<file path="src/rtl/mem_stage.sv">
// Memory stage: EX/MEM and MEM/WB pipeline registers plus the
// request/wait/timeout controller for a single-port data memory.
module mem_stage #(
  parameter int WIDTH   = 32,
  parameter int TIMEOUT = 16
) (
  input  logic             clk,
  input  logic             rst_n,
  input  logic             RegWrite_E,
  input  logic             MemtoReg_E,
  input  logic             MemWrite_E,
  input  logic             MemRead_E,
  input  logic [WIDTH-1:0] ALUOut_E,
  input  logic [WIDTH-1:0] WriteData_E,
  input  logic [4:0]       WriteReg_E,
  input  logic             ErrClr,
  input  logic             mem_ack,
  input  logic [WIDTH-1:0] mem_rdata,
  output logic             mem_req,
  output logic             mem_we,
  output logic [WIDTH-1:0] mem_addr,
  output logic [WIDTH-1:0] mem_wdata,
  output logic [WIDTH-1:0] ALUOut_M,
  output logic [4:0]       WriteReg_M,
  output logic             RegWrite_M,
  output logic             Stall_M,
  output logic [WIDTH-1:0] Result_W,
  output logic [4:0]       WriteReg_W,
  output logic             RegWrite_W,
  output logic             Misalign_M,
  output logic             BusErr
);

  typedef enum logic [1:0] {
    IDLE,
    WAIT,
    ERR
  } state_t;

  localparam logic [7:0] LAST = 8'(TIMEOUT - 1);

  state_t state_q, state_d;
  logic [7:0] cnt_q, cnt_d;

  logic             rw_m_q, mtr_m_q;
  logic             mw_m_q, mr_m_q;
  logic [WIDTH-1:0] alu_m_q, wd_m_q;
  logic [4:0]       wr_m_q;

  logic             rw_w_q, mtr_w_q;
  logic [WIDTH-1:0] alu_w_q, rd_w_q;
  logic [4:0]       wr_w_q;

  logic memop, aligned, in_err, kill;

  assign memop   = mr_m_q | mw_m_q;
  assign aligned = (alu_m_q[1:0] == 2'b00);
  assign in_err  = (state_q == ERR);
  // Clearing an error retires the faulting op as a bubble.
  assign kill    = in_err & ErrClr;

  assign mem_req    = memop & aligned & ~in_err;
  assign mem_we     = mw_m_q;
  assign mem_addr   = alu_m_q;
  assign mem_wdata  = wd_m_q;
  assign Stall_M    = (mem_req & ~mem_ack) | in_err;
  assign Misalign_M = memop & ~aligned;
  assign BusErr     = in_err;

  assign ALUOut_M   = alu_m_q;
  assign WriteReg_M = wr_m_q;
  assign RegWrite_M = rw_m_q;

  assign Result_W   = mtr_w_q ? rd_w_q : alu_w_q;
  assign WriteReg_W = wr_w_q;
  assign RegWrite_W = rw_w_q;

  always_ff @(posedge clk or negedge rst_n) begin
    if (!rst_n) begin
      rw_m_q  <= 1'b0;
      mtr_m_q <= 1'b0;
      mw_m_q  <= 1'b0;
      mr_m_q  <= 1'b0;
      alu_m_q <= '0;
      wd_m_q  <= '0;
      wr_m_q  <= '0;
    end else if (kill) begin
      rw_m_q  <= 1'b0;
      mtr_m_q <= 1'b0;
      mw_m_q  <= 1'b0;
      mr_m_q  <= 1'b0;
    end else if (!Stall_M) begin
      rw_m_q  <= RegWrite_E;
      mtr_m_q <= MemtoReg_E;
      mw_m_q  <= MemWrite_E;
      mr_m_q  <= MemRead_E;
      alu_m_q <= ALUOut_E;
      wd_m_q  <= WriteData_E;
      wr_m_q  <= WriteReg_E;
    end
  end

  always_ff @(posedge clk or negedge rst_n) begin
    if (!rst_n) begin
      rw_w_q  <= 1'b0;
      mtr_w_q <= 1'b0;
      alu_w_q <= '0;
      rd_w_q  <= '0;
      wr_w_q  <= '0;
    end else if (Stall_M) begin
      rw_w_q <= 1'b0;
    end else begin
      // Stores and misaligned ops never write the register file.
      rw_w_q  <= rw_m_q & ~mw_m_q & ~Misalign_M;
      mtr_w_q <= mtr_m_q;
      alu_w_q <= alu_m_q;
      wr_w_q  <= wr_m_q;
      if (mem_req & mem_ack) begin
        rd_w_q <= mem_rdata;
      end
    end
  end

  always_ff @(posedge clk or negedge rst_n) begin
    if (!rst_n) begin
      state_q <= IDLE;
      cnt_q   <= '0;
    end else begin
      state_q <= state_d;
      cnt_q   <= cnt_d;
    end
  end

  always_comb begin
    state_d = state_q;
    cnt_d   = cnt_q;
    unique case (state_q)
      IDLE: begin
        if (mem_req & ~mem_ack) begin
          state_d = WAIT;
          cnt_d   = 8'd1;
        end
      end
      WAIT: begin
        if (mem_ack) begin
          state_d = IDLE;
          cnt_d   = '0;
        end else if (cnt_q == LAST) begin
          state_d = ERR;
        end else begin
          cnt_d = cnt_q + 8'd1;
        end
      end
      ERR: begin
        if (ErrClr) begin
          state_d = IDLE;
          cnt_d   = '0;
        end
      end
      default: begin
        state_d = IDLE;
        cnt_d   = '0;
      end
    endcase
  end

endmodule
</file>
<file path="config.mk">
export PLATFORM = sky130hd
export DESIGN_NAME = mem_stage
export DESIGN_NICKNAME = d
export VERILOG_FILES = /design/src/rtl/mem_stage.sv
export SDC_FILE = /design/constraint.sdc
export NUM_CORES = 1
export LEC_CHECK = 0
export CAP_MARGIN = 30
export CORE_MARGIN = 5
export CORE_UTILIZATION = 40
export DETAILED_ROUTE_END_ITERATION = 12
export PLACE_DENSITY_LB_ADDON = 0.2
export SYNTH_ARGS = -nofsm -noshare
export SYNTH_HDL_FRONTEND = slang
export SYNTH_SLANG_ARGS = --single-unit
export TNS_END_PERCENT = 50
</file>
<file path="constraint.sdc">
create_clock -name clk -period 1.6 [get_ports clk]
set_input_delay 0.16 -clock clk [delete_from_list [all_inputs] [get_ports clk]]
set_output_delay 0.16 -clock clk [all_outputs]
set_load 0.1 [all_outputs]
</file>
==> metrics list, run 1 <==
- The flow ran to the end, but the final reports show violations.
- Violations in the final reports: setup timing
- Cell count after placement: 904
- The worst setup path is launched from a flip-flop.
- Synthesized net count: roughly 550
- Across the run, the number of max-cap violations was 0.
- Total of warnings raised by yosys: 0
- Port-buffer cells: ~250
- Instance area after placement: around 0.011 sq mm
- The die is 139 um wide.
- In this run the power density over the cells is around 1300 mW/mm^2.
* Standby leakage power: roughly 5.5 nW
- The count of nets left with antenna violations once routing finished came out at 0.
- DR DRC count: 0
- CTS built an H-tree with a depth of 4.
- After layout, the worst setup slack is -367 ps.
- Setup repair after global routing could not meet its margin everywhere.
* Setup-violating endpoint count in the final report: 190
* Row count: 47
* Area share of and/or/nand/nor cells after synthesis: 2.58%
- Required time of the critical path: roughly 1400 ps
- Worst-case clock skew: ~7.8 ps
- At the worst endpoint, the arrival time is approximately 1800 ps.
- After the flow finishes, the layout carries non-filler instances totaling about 960.
* Clk sinks: around 150
* Vias in the first global route: around 5400
* Number of library cell types mapped by synthesis: 40
- Compound-gate portion of the synthesized area: 3.15%
- Max-slew headroom at the worst pin: about two thirds
- Layout net count: roughly 830
- Total number of vias: 4757
* Maximum number of pins on one net before global-route repair: around 50
- Multiplexer area fraction after synthesis: 30.4%
* Grt total ovfl: 0
- Once layout is complete, the utilization of the core stands at ~75%.
- Global routing consumed, over all layers together, roughly 21% of the routing resources.
- Dominant combinational cell family by area after synthesis: multiplexers
- The final critical path takes up 123% of the cycle.
- Post-route cell area: around 0.012 sq mm
- Synthesized netlist cell count: approximately 440
* XOR/XNOR share of the synthesized area: less than 1%
- The die is 139 um tall.
- Critical path fanouts, max: 2
- Area added between synthesis and finish: 84.5%
- After detailed routing, the average wire length per cell comes to 20.5 um.
- Using the TritonRoute via totals, the vias-per-cell ratio works out to about 5.
* Floorplan core area: between 0.015 and 0.02 sq mm
- The cell sitting at the root of the clock tree is a sky130_fd_sc_hd__clkbuf_16.
- The first routing iteration left 141 violations.
* Clock tree from TritonCTS: done
- Skew-Pair Late Insertion Delay: roughly 420 ps
- Total standard cell area after synthesis: 0.00663 sq mm
- In the final layout, the share of cells above drive strength 1 is 59.1%.
- Total wire length after detailed routing: ~20000 um
- At the pin with the least slew margin, the transition time is 529 ps.
* Clock transition at the registers of the reported paths: 60 ps
* Power Total: 16.3 mW
- First-pass GRT wire length: approximately 32000 um
- Clock Path Buffers: 2
- between 200 and 300 I/O pins were placed.
- The tightest min-delay check is of the in -> async type.
* Synth Area in Adders: less than 1%
- Detailed placement finished with a half-perimeter wire length of around 14000 um.
* Critical path start-end classification: reg -> out
- Sequential element share of the synthesized area: around three fifths
* Final worst path period need: approximately 2000 ps
* Starting density of the core: between 40% and 50%
- The worst setup path is captured at an output pin.
* Total count of hold-check failures in the final report: 0
* Final Slew Violations: 0
- Clock tree synthesis inserted a total of 17 buffers.
- Across the VDD grid, the largest voltage drop is approximately 0.00079 V.
- Overall die area: between 0.015 and 0.02 sq mm
- Leaving out fill and tap cells, the most frequent cell in the layout is sky130_fd_sc_hd__buf_12.
* FF+latch count, synth: 154
- Routability Congestion: approximately 0.88
* Syn avg cell area: between 15 and 20 sq um
* Maximum frequency from static timing analysis: about 510 MHz
- Number of optimization iterations in the first detailed-route pass: 4
* Commonest non-fill, non-tap cells in the layout: sky130_fd_sc_hd__buf_12, sky130_fd_sc_hd__dfrtp_1, sky130_fd_sc_hd__mux2_2
- The initial antenna violation count is 1.
-- final cells by class --
class                           count  area, sq um
Antenna cell                        1         2.50
Clock buffer                       20          457
Clock inverter                     11          123
Fill cell                         947         4170
Inverter                            3         30.0
Multi-Input combinational cell    232         2670
Sequential cell                   154         3870
Tap cell                          220          275
Timing Repair Buffer              316         4810
-- critical path, cell delays in order (launching register included) --
cell and delay, ps:
sky130_fd_sc_hd__dfrtp_4 500, sky130_fd_sc_hd__nor4_4 370, sky130_fd_sc_hd__a21oi_4 150, sky130_fd_sc_hd__buf_12 170, sky130_fd_sc_hd__inv_16 50, sky130_fd_sc_hd__buf_16 160
-- through the flow --
step	setup WS, ps	hold slack, ps	TNS (ps)
floorplan	-1310	-136	-174340
global placement	-260	145	-21250
detailed placement	-318	152	-25140
CTS	-498	281	-65540
global route	-425	317	-51040
finish	-367	264	-39010
-- what timing repair did --
action                                  CTS  global route
hold endpoints to repair                 44             0
endpoints found under the setup margin  184           190
setup buffers                            14             4
pin swaps                                10             9
gates cloned                              5             1
resized for setup                        64            17
hold buffers                              1             0
-- cell usage after synthesis --
library cell,number,area (sq um)
sky130_fd_sc_hd__nor2_1,6,22.5
sky130_fd_sc_hd__o41ai_1,1,8.76
sky130_fd_sc_hd__buf_2,10,50.1
sky130_fd_sc_hd__a21oi_1,3,15.0
sky130_fd_sc_hd__a31oi_1,2,12.5
sky130_fd_sc_hd__a22o_1,6,52.6
sky130_fd_sc_hd__a21oi_2,1,8.76
sky130_fd_sc_hd__mux2_2,145,1630
sky130_fd_sc_hd__nor3b_1,1,7.51
sky130_fd_sc_hd__o2bb2ai_1,1,8.76
sky130_fd_sc_hd__a41oi_1,1,8.76
sky130_fd_sc_hd__nand2_1,8,30.0
sky130_fd_sc_hd__inv_2,2,7.51
sky130_fd_sc_hd__o21ai_0,8,40.0
sky130_fd_sc_hd__or4_1,1,7.51
sky130_fd_sc_hd__a21o_1,1,7.51
sky130_fd_sc_hd__clkbuf_1,4,15.0
sky130_fd_sc_hd__or2_2,1,6.26
sky130_fd_sc_hd__and3_1,1,6.26
sky130_fd_sc_hd__buf_4,32,240
sky130_fd_sc_hd__or3b_2,1,8.76
sky130_fd_sc_hd__a32oi_1,1,8.76
sky130_fd_sc_hd__o41a_1,2,22.5
sky130_fd_sc_hd__nor4_4,1,21.3
sky130_fd_sc_hd__nand2b_1,1,6.26
sky130_fd_sc_hd__mux2_4,24,360
sky130_fd_sc_hd__mux2_1,2,22.5
sky130_fd_sc_hd__nand3_1,2,10.0
sky130_fd_sc_hd__nand4b_1,1,8.76
sky130_fd_sc_hd__nor4_1,1,6.26
sky130_fd_sc_hd__nand4_1,1,6.26
sky130_fd_sc_hd__xnor2_1,1,8.76
sky130_fd_sc_hd__ha_1,1,12.5
sky130_fd_sc_hd__inv_1,1,3.75
sky130_fd_sc_hd__o21a_1,1,7.51
sky130_fd_sc_hd__buf_6,4,45.0
sky130_fd_sc_hd__o31ai_1,1,7.51
sky130_fd_sc_hd__dfrtp_1,154,3850
sky130_fd_sc_hd__nor3_1,3,15.0
sky130_fd_sc_hd__nor4b_1,1,8.76
-- metal layers --
layer | part of all wire (%) | global-route usage, % | vias to the layer above
li1 | - | - | 2130
met1 | 39 | 24.0 | 2409
met2 | 51 | 35.1 | 195
met3 | 8.4 | 8.72 | 23
met4 | 1.7 | 6.49 | 0
met5 | 0 | 0 | -
-- worst paths after layout --
kind / startpoint / to / slack [ps] / cells past startpoint
setup / recovery: ALUOut_M[1] / Stall_M / -370 / 5
hold / removal: rst_n / ALUOut_M[15] / 260 / 2
setup reg to reg: state_q[1] / cnt_q[0] / -330 / 6
hold reg to reg: alu_w_q[2] / alu_w_q[2] / 510 / 1
max in group asynchronous: rst_n / WriteReg_M[1] / 770 / 3
min in group clk: ALUOut_E[26] / ALUOut_M[26] / 350 / 2
-- sequential cells by signal, indices dropped and copies added (netlist names) --
| name | cells |
|---|---|
| WriteReg_M | 5 |
| ALUOut_M | 32 |
| mr_m_q | 1 |
| WriteReg_W | 5 |
| mem_wdata | 32 |
| state_q | 2 |
| mtr_w_q | 1 |
| RegWrite_W | 1 |
| RegWrite_M | 1 |
| alu_w_q | 32 |
| mtr_m_q | 1 |
| rd_w_q | 32 |
| mem_we | 1 |
| cnt_q | 8 |
-- kinds of logic (layout without fill, tap and decap cells) --
group | Yosys count | count (layout)
muxes | 171 | 171
DFF | 154 | 154
buffers and inverters | 53 | 350
and+or+nand+nor | 30 | 30
AOI/OAI and AO/OA | 29 | 29
adders and majority gates | 1 | 1
xor gates and xnor gates | 1 | 1
other | 0 | 1
-- power breakdown --
part	switching, mW	total, mW	internal [mW]
logic	4.34	7.42	3.09
clock network	1.56	3.93	2.37
registers	0.482	4.92	4.44
No activity file was read; power rests on OpenSTA's default activity.
==> run 2: changes to the inputs <==
HOLD_SLACK_MARGIN = 0.08   (was unset)
==> results of run 2 <==
Final layout, timing and power as in run 1 (identical DEF).
==> run 3: changes to the inputs <==
CORE_UTILIZATION = 25   (was 40)
==> metrics list, run 3 (synthesis results as in run 1) <==
* Total count of hold-check failures in the final report: 0 (unchanged)
- Worst setup startpoint: ALUOut_M[1]
- The post-layout utilization of the core is 47.4% (-27 points).
- The floorplan die width came to 173 um (+25%).
- Clock buffers created by TritonCTS: 17 (unchanged)
- Max-slew headroom at the worst pin: 71.8% (+7.0 points)
* Routability Congestion: 0.762 (-13%)
- Final-layout fill cell count: 2262 (+140%)
- The post-detailed-route via-to-cell ratio was 4.34 (-13%).
- The count of final setup violators is 189 (-0.53%).
- First-pass GRT wire length: 31400 um (-0.78%)
- The number of placement rows was 59 (+26%).
* Startpoint of the worst register-to-register path: state_q[1]
- Critical path start-end classification: reg -> out
- Drt wl/cell: 18.6 um (-9.1%)
- I/O pin total: 254 (unchanged)
- The maximum achievable frequency came to 500 MHz (-1.6%).
- The power density over cell area came to 1320 mW/mm^2 (-0.82%).
- Clock transition at the registers of the reported paths: 70 ps (about the same)
- The required time at the endpoint of the critical path was 1440 ps (about the same).
- The transition time at the pin with the least slew margin is 423 ps (-105 ps).
- The detailed placement HPWL came to 14000 um (+0.15%).
- Standby leakage power: 5.51 nW (+0.70%)
- Clk sinks: 154 (unchanged)
* Final worst path period need: 2000 ps (+32.9 ps)
- Leaving out fill and tap cells, the most frequent cell in the layout is sky130_fd_sc_hd__buf_12.
- The count of buffers inserted at the top-level ports was 253 (unchanged).
- Setup repair after global routing could not meet its margin everywhere.
- The area growth from synthesis to layout is 86.3%.
* Remaining number of nets flagged by the antenna check after routing: 0 (unchanged)
* Clock tree from TritonCTS: done
- Total number of vias: 4673 (-1.8%)
- Overall Global Routing Usage: 13.2% (-7.5 points)
* Total wire length after detailed routing: 20000 um (+2.1%)
- Initial antenna violation count: 0 (-1)
- Period utilisation layout: 125% (+2.1 points)
- The area enclosed by the die boundary is 0.0299 sq mm (+55%).
- The violation count after the first detailed-route iteration was 144 (+2.1%).
- The residual DRC count was 0 (unchanged).
- The maximum vdd drop was 0.000717 V (-9.7%).
- The path depth of the worst reg2reg path is 9 (+3).
* Maximum number of pins on one net before global-route repair: 46 (-9.8%)
- Violations in the final reports: setup timing
- Commonest non-fill, non-tap cells in the layout: sky130_fd_sc_hd__buf_12, sky130_fd_sc_hd__dfrtp_1, sky130_fd_sc_hd__mux2_2
- The worst setup path is captured at an output pin.
* Power Total: 16.3 mW (+0.19%)
- Pre-CTS worst setup slack: -301 ps (+16.7 ps)
- The worst endpoint data arrival time was 1840 ps (+30 ps).
* Grt total ovfl: 0 (unchanged)
- Starting density of the core: 25.5% (-15 points)
- Clock tree synthesis selected as its root buffer the cell sky130_fd_sc_hd__clkbuf_16.
- Clock Path Buffers: 2 (unchanged)
- The flow ran to the end, but the final reports show violations.
- The via count of the first global-routing pass was 5390 (-0.75%).
- The antenna cell count came to 0 (-1).
* Share of final-layout standard cells stronger than drive strength 1: 58.6% (-0.53 points)
* Final Slew Violations: 0 (unchanged)
* Final setup margin: -400 ps (-32.9 ps)
- Min-delay worst type: in -> async
- Skew-Pair Late Insertion Delay: 420 ps (about the same)
* Maximum level of the CTS H-tree: 4 (unchanged)
- The number of maximum-capacitance constraint violations is 0 (unchanged).
- The largest fanout of any net on the critical path came to 2 (unchanged).
- The number of detailed-routing iterations run before antenna repair was 5 (+1).
* Post-route cell area: 0.0124 sq mm (+1.0%)
* Instance area after placement: 0.0112 sq mm (+1.1%)
* Floorplan core area: 0.0261 sq mm (+59%)
- The setup clock skew after layout was 9.76 ps (+2.00 ps).
- The die boundary height was 173 um (+25%).
- The final-stage net count came to 838 (+0.48%).
- Kind of launch point of the worst setup path: flip-flop
[run 3: layout make-up]
type	count	area [sq um]	share of cell area, %
repair buffers	320	4810	38.9
clock buffers	18	439	3.55
inverters	3	30.0	0.243
multi-input cells	232	2650	21.4
well taps	335	419	3.39
flip-flops and latches	154	3870	31.3
clock inverters	14	148	1.19
[run 3: path summary, 6_finish.rpt]
| kind | to | slack (ps) |
|---|---|---|
| min in group clk | rd_w_q[17] | 350 |
| max in group asynchronous | mem_wdata[8] | 750 |
| min reg2reg | mtr_m_q | 500 |
| min | ALUOut_M[22] | 220 |
| max reg2reg | ALUOut_M[25] | -350 |
| max | Stall_M | -400 |
[run 3: per-layer routing]
layer  vias to the layer above  wire, um  GRT usage (%)
met2                       188     10000           22.3
met4                         0       223           3.08
met5                         -         0              0
met3                        17      1930           6.83
li1                       2122         -              -
met1                      2346      7840           14.9
[run 3: worst max-delay path, cell delays in order (launching register included)]
cell,delay [ps]
sky130_fd_sc_hd__dfrtp_4,490
sky130_fd_sc_hd__nor4_4,350
sky130_fd_sc_hd__a21oi_4,100
sky130_fd_sc_hd__buf_12,140
sky130_fd_sc_hd__buf_12,130
sky130_fd_sc_hd__inv_16,50
sky130_fd_sc_hd__buf_16,160
[run 3: power by group]
group | total [mW] | internal [mW] | switching (mW) | leakage (nW)
clock | 4.07 | 2.26 | 1.81 | 0.293
combinational | 7.33 | 3.05 | 4.28 | 3.40
sequential | 4.90 | 4.43 | 0.470 | 1.82
[run 3: stage by stage]
step	TNS, ps	std cells	hold WS [ps]
after floorplan	-174340	439	-136
after global placement	-22320	1020	112
after detailed placement	-24260	1020	112
after CTS	-46940	1071	216
after global routing	-54570	1076	253
final	-42790	1076	220
[run 3: timing repair]
| item | CTS | global route |
|---|---|---|
| cloned | 4 | 2 |
| hold endpoints to repair | 134 | 0 |
| hold buffers | 1 | 0 |
| buffers inserted | 14 | 5 |
| pin swaps | 4 | 2 |
| resized for setup | 43 | 24 |
| endpoints found under the setup margin | 182 | 192 |
==> patch 1: new RTL, settings of run 1 <==
Reset style: synchronous (`rst_n`), changed in 3 clocked blocks.
--- a/src/rtl/mem_stage.sv
+++ b/src/rtl/mem_stage.sv
@@ -77,3 +77,3 @@
 
-  always_ff @(posedge clk or negedge rst_n) begin
+  always_ff @(posedge clk) begin
     if (!rst_n) begin
@@ -102,3 +102,3 @@
 
-  always_ff @(posedge clk or negedge rst_n) begin
+  always_ff @(posedge clk) begin
     if (!rst_n) begin
@@ -123,3 +123,3 @@
 
-  always_ff @(posedge clk or negedge rst_n) begin
+  always_ff @(posedge clk) begin
     if (!rst_n) begin
Function: differs if rst_n is asserted again (counterexample within 4 cycles, from zero or initial values and one cycle with rst_n low); with rst_n held inactive, the same outputs for 10 cycles.
==> patch 1 against run 1 <==
- the flow still finishes with violations (setup timing)
- worst setup slack improved by 0.25 ns
- design area decreased by 6.2%
- area after synthesis is 6.5% lower
- sequential cell count is the same
- clock power is 11% higher
- sequential power down 5.3%
- wire length increased by 5.9%
- combinational power down 0.7%
- global-route usage increased by 0.42 points
- clock skew decreased by 0.0019 ns
- power increased by 0.76%
- critical path type unchanged
- largest cell class unchanged
==> patch 1: results <==
set metrics [dict create \
    crit_family "buffers and inverters" \
    yosys.area_share.xor_xnor_pct 0 \
    min_path_type "primary input to flip-flop" \
    antennaDiodeCount 0 \
    dp_hpwl_um 13200 \
    vdd_ir_drop_max_mv 1.01 \
    holdWs_ns 0.282 \
    synth_fp_nets 843 \
    fin_ws_ns -0.122 \
    viasPerCell 5.05 \
    yosys.area_share.adder_pct 0.202 \
    final-setup-viol-count 44 \
    synth_area_leaders "dfxtp_1, nand2_1, a21oi_1" \
    startpoint "mem_we" \
    drt-pass1-iter-count 5 \
    yosysSeqAreaShare_pct 49.7 \
    postSynthCellCount 733 \
    synth_compound_area_share_pct 11.8 \
    p_comb_share_pct 45.0 \
    grt_usage_pct 21.2 \
    first_global_vias 5660 \
    fin_cells 1171 \
    synth_common_cells "nand2_1, dfxtp_1, a21oi_1" \
    grt_pass1_wl_um 30400 \
    worstPathArrival_ns 1.56 \
    violations "setup timing" \
    p_leak_nw 4.89 \
    synth_mux_area_share_pct 11.1 \
    avgRoutedWirePerCell_um 17.7 \
    gp_congestion 0.798 \
    fin_tns_setup_ns -2.77 \
    drtIter0Drc 342 \
    drive_above_1_share_pct 28.6 \
    p_sw_mw 6.56 \
    cpPeakStageDelay_ns 0.34 \
    tightest_slew_ns 0.307 \
    status "finished with violations" \
    pre_cts_slack_ns -0.151 \
]
==> patch 1: cell count changes after synthesis, moves of 37 or more <==
cell     change
dfrtp_1    -154
nand2_1    +224
nor2_1      +37
a21oi_1    +113
mux2_2     -113
dfxtp_1    +154
==> patch 1: cell type report <==
type                       instances  area (µm²)
timing repair buffer             301        4710
clock inverter                    10         163
inverter                           5        28.8
sequential                       154        3100
clock buffer                      22         484
fill                            1000        3730
multi-input combinational        491        2750
tap                              188         235
==> patch 1: metal layers <==
metal  share of wire (%)  vias to the layer above  GRT usage, %
met5                   0                        -             0
met3                 7.8                       38          6.93
met2                  50                      223          35.9
li1                    -                     2866             -
met1                  40                     2790          25.2
met4                 2.2                        0          7.35
==> patch 1: timing repair <==
action                     in CTS  in global routing
pin swaps                       3                  4
setup endpoints to repair      68                145
resized for setup              45                 12
cloned                          2                  9
setup buffers                   4                  3
==> patch 2: new RTL, config.mk and constraints of run 1 <==
Without the edit above. The parameter `WIDTH` goes from 32 to 36.
--- a/src/rtl/mem_stage.sv
+++ b/src/rtl/mem_stage.sv
@@ -3,3 +3,3 @@
 module mem_stage #(
-  parameter int WIDTH   = 32,
+  parameter int WIDTH   = 36,
   parameter int TIMEOUT = 16
Interface: changed (7 resized); port bits go from 254 to 282. No check against the original RTL was run, so the function may have changed too.
==> patch 2 against run 1 <==
- the run still ends with setup timing left
- area after synthesis increased by 17%
- sequential cell count increased by 16
- count of clock-buffer cells in the layout down 2
- wire length increased by 22%
- sequential share of layout area is 1.7 points lower
- worst setup slack got worse by 0.11 ns
- design area rose by 17%
- power increased by 12%
- clock power rose by 11%
- largest power group unchanged
==> patch 2: results <==
set metrics [dict create \
    drive_above_1_share_pct 59.6 \
    final-setup-viol-count 209 \
    p_leak_nw 6.67 \
    cts_buffers 17 \
    grt_pass1_wl_um 35400 \
    tightest_slew_ns 0.408 \
    synth_fp_nets 603 \
    vdd_ir_drop_max_mv 0.782 \
    antennaDiodeCount 0 \
    synth_common_cells "dfrtp_1, mux2_4, mux2_2" \
    worstPathArrival_ns 1.91 \
    synth_area_leaders "dfrtp_1, mux2_4, mux2_2" \
    dp_hpwl_um 15400 \
    drtIter0Drc 194 \
    nets 935 \
    r2r_cells 7 \
    drt-pass1-iter-count 4 \
    placed_area_mm2 0.0125 \
    grt_usage_pct 20.8 \
    violations "setup timing" \
    worstReg2RegEnd "mem_wdata[26]" \
    pre_cts_slack_ns -0.385 \
    io_buffers 281 \
    route.final.wire_length_um 24000 \
    gp_congestion 0.764 \
    skew_ns 0.0102 \
    grt_start_max_net_pins 61 \
    crit_slowest_cell "dfrtp_4" \
    avgSynthCellArea_um2 16.2 \
    synth_cell_types 40 \
    avgRoutedWirePerCell_um 22.0 \
    first_global_vias 6009 \
    viasPerCell 4.92 \
    yosysSeqAreaShare_pct 54.7 \
    fin_tns_setup_ns -72.04 \
    nFillCells 1184 \
    ff2ff_setup_slack_ns -0.43 \
    place_inst 1011 \
    fin_ws_ns -0.473 \
    status "finished with violations" \
]
==> patch 2: cells by family after synthesis <==
group	after synthesis	synth area share, %
adder cells (fa/ha/maj)	1	0.161
buffers and inverters	59	7.36
flip-flops	170	54.7
AND/OR/NAND/NOR	30	2.27
multiplexers	191	32.7
AO/OA/AOI/OAI	29	2.69
XOR/XNOR	1	0.113
==> patch 2: power breakdown <==
group,total (mW),switching (mW),internal (mW)
sequential,5.45,0.559,4.89
combinational,8.43,4.84,3.59
clock,4.35,1.85,2.50
==> patch 2: worst min path at each step <==
stage / start / end / slack (ns) / cells after the start
after global routing: rst_n / rd_w_q[23] / 0.19 / 2
after global placement: rst_n / rd_w_q[23] / 0.06 / 1
after CTS: rst_n / rd_w_q[23] / 0.18 / 2
final: rst_n / rd_w_q[23] / 0.19 / 2
after floorplan: rst_n / ALUOut_M[10] / -0.14 / 0
after detailed placement: rst_n / rd_w_q[23] / 0.07 / 1
==> patch 2: cell type report <==
class	instances	area, µm²	area share [%]
tap	265	332	2.32
clock inverter	14	184	1.29
inverter	3	30.0	0.210
multi-input combinational	252	3180	22.3
timing repair buffer	369	5850	41.0
sequential	170	4270	29.9
clock buffer	18	429	3.01
==> patch 2: metal layers <==
layer  part of all wire, %  up-vias  global-route usage, %
li1                      -     2370                      -
met1                    39     2745                   24.7
met2                    52      224                   36.0
met3                   8.5       26                   8.12
met4                   1.4        2                   4.35
met5                 0.029        -                      0
==> patch 2: repair_timing <==
item                                   4_1_cts  5_1_grt
gates cloned                                14        8
resized for setup                           71       33
hold buffers                                 1        0
setup endpoints to repair                  208      212
endpoints found under the hold margin      110        0
setup buffers                               21        7
pin swaps                                    4        9
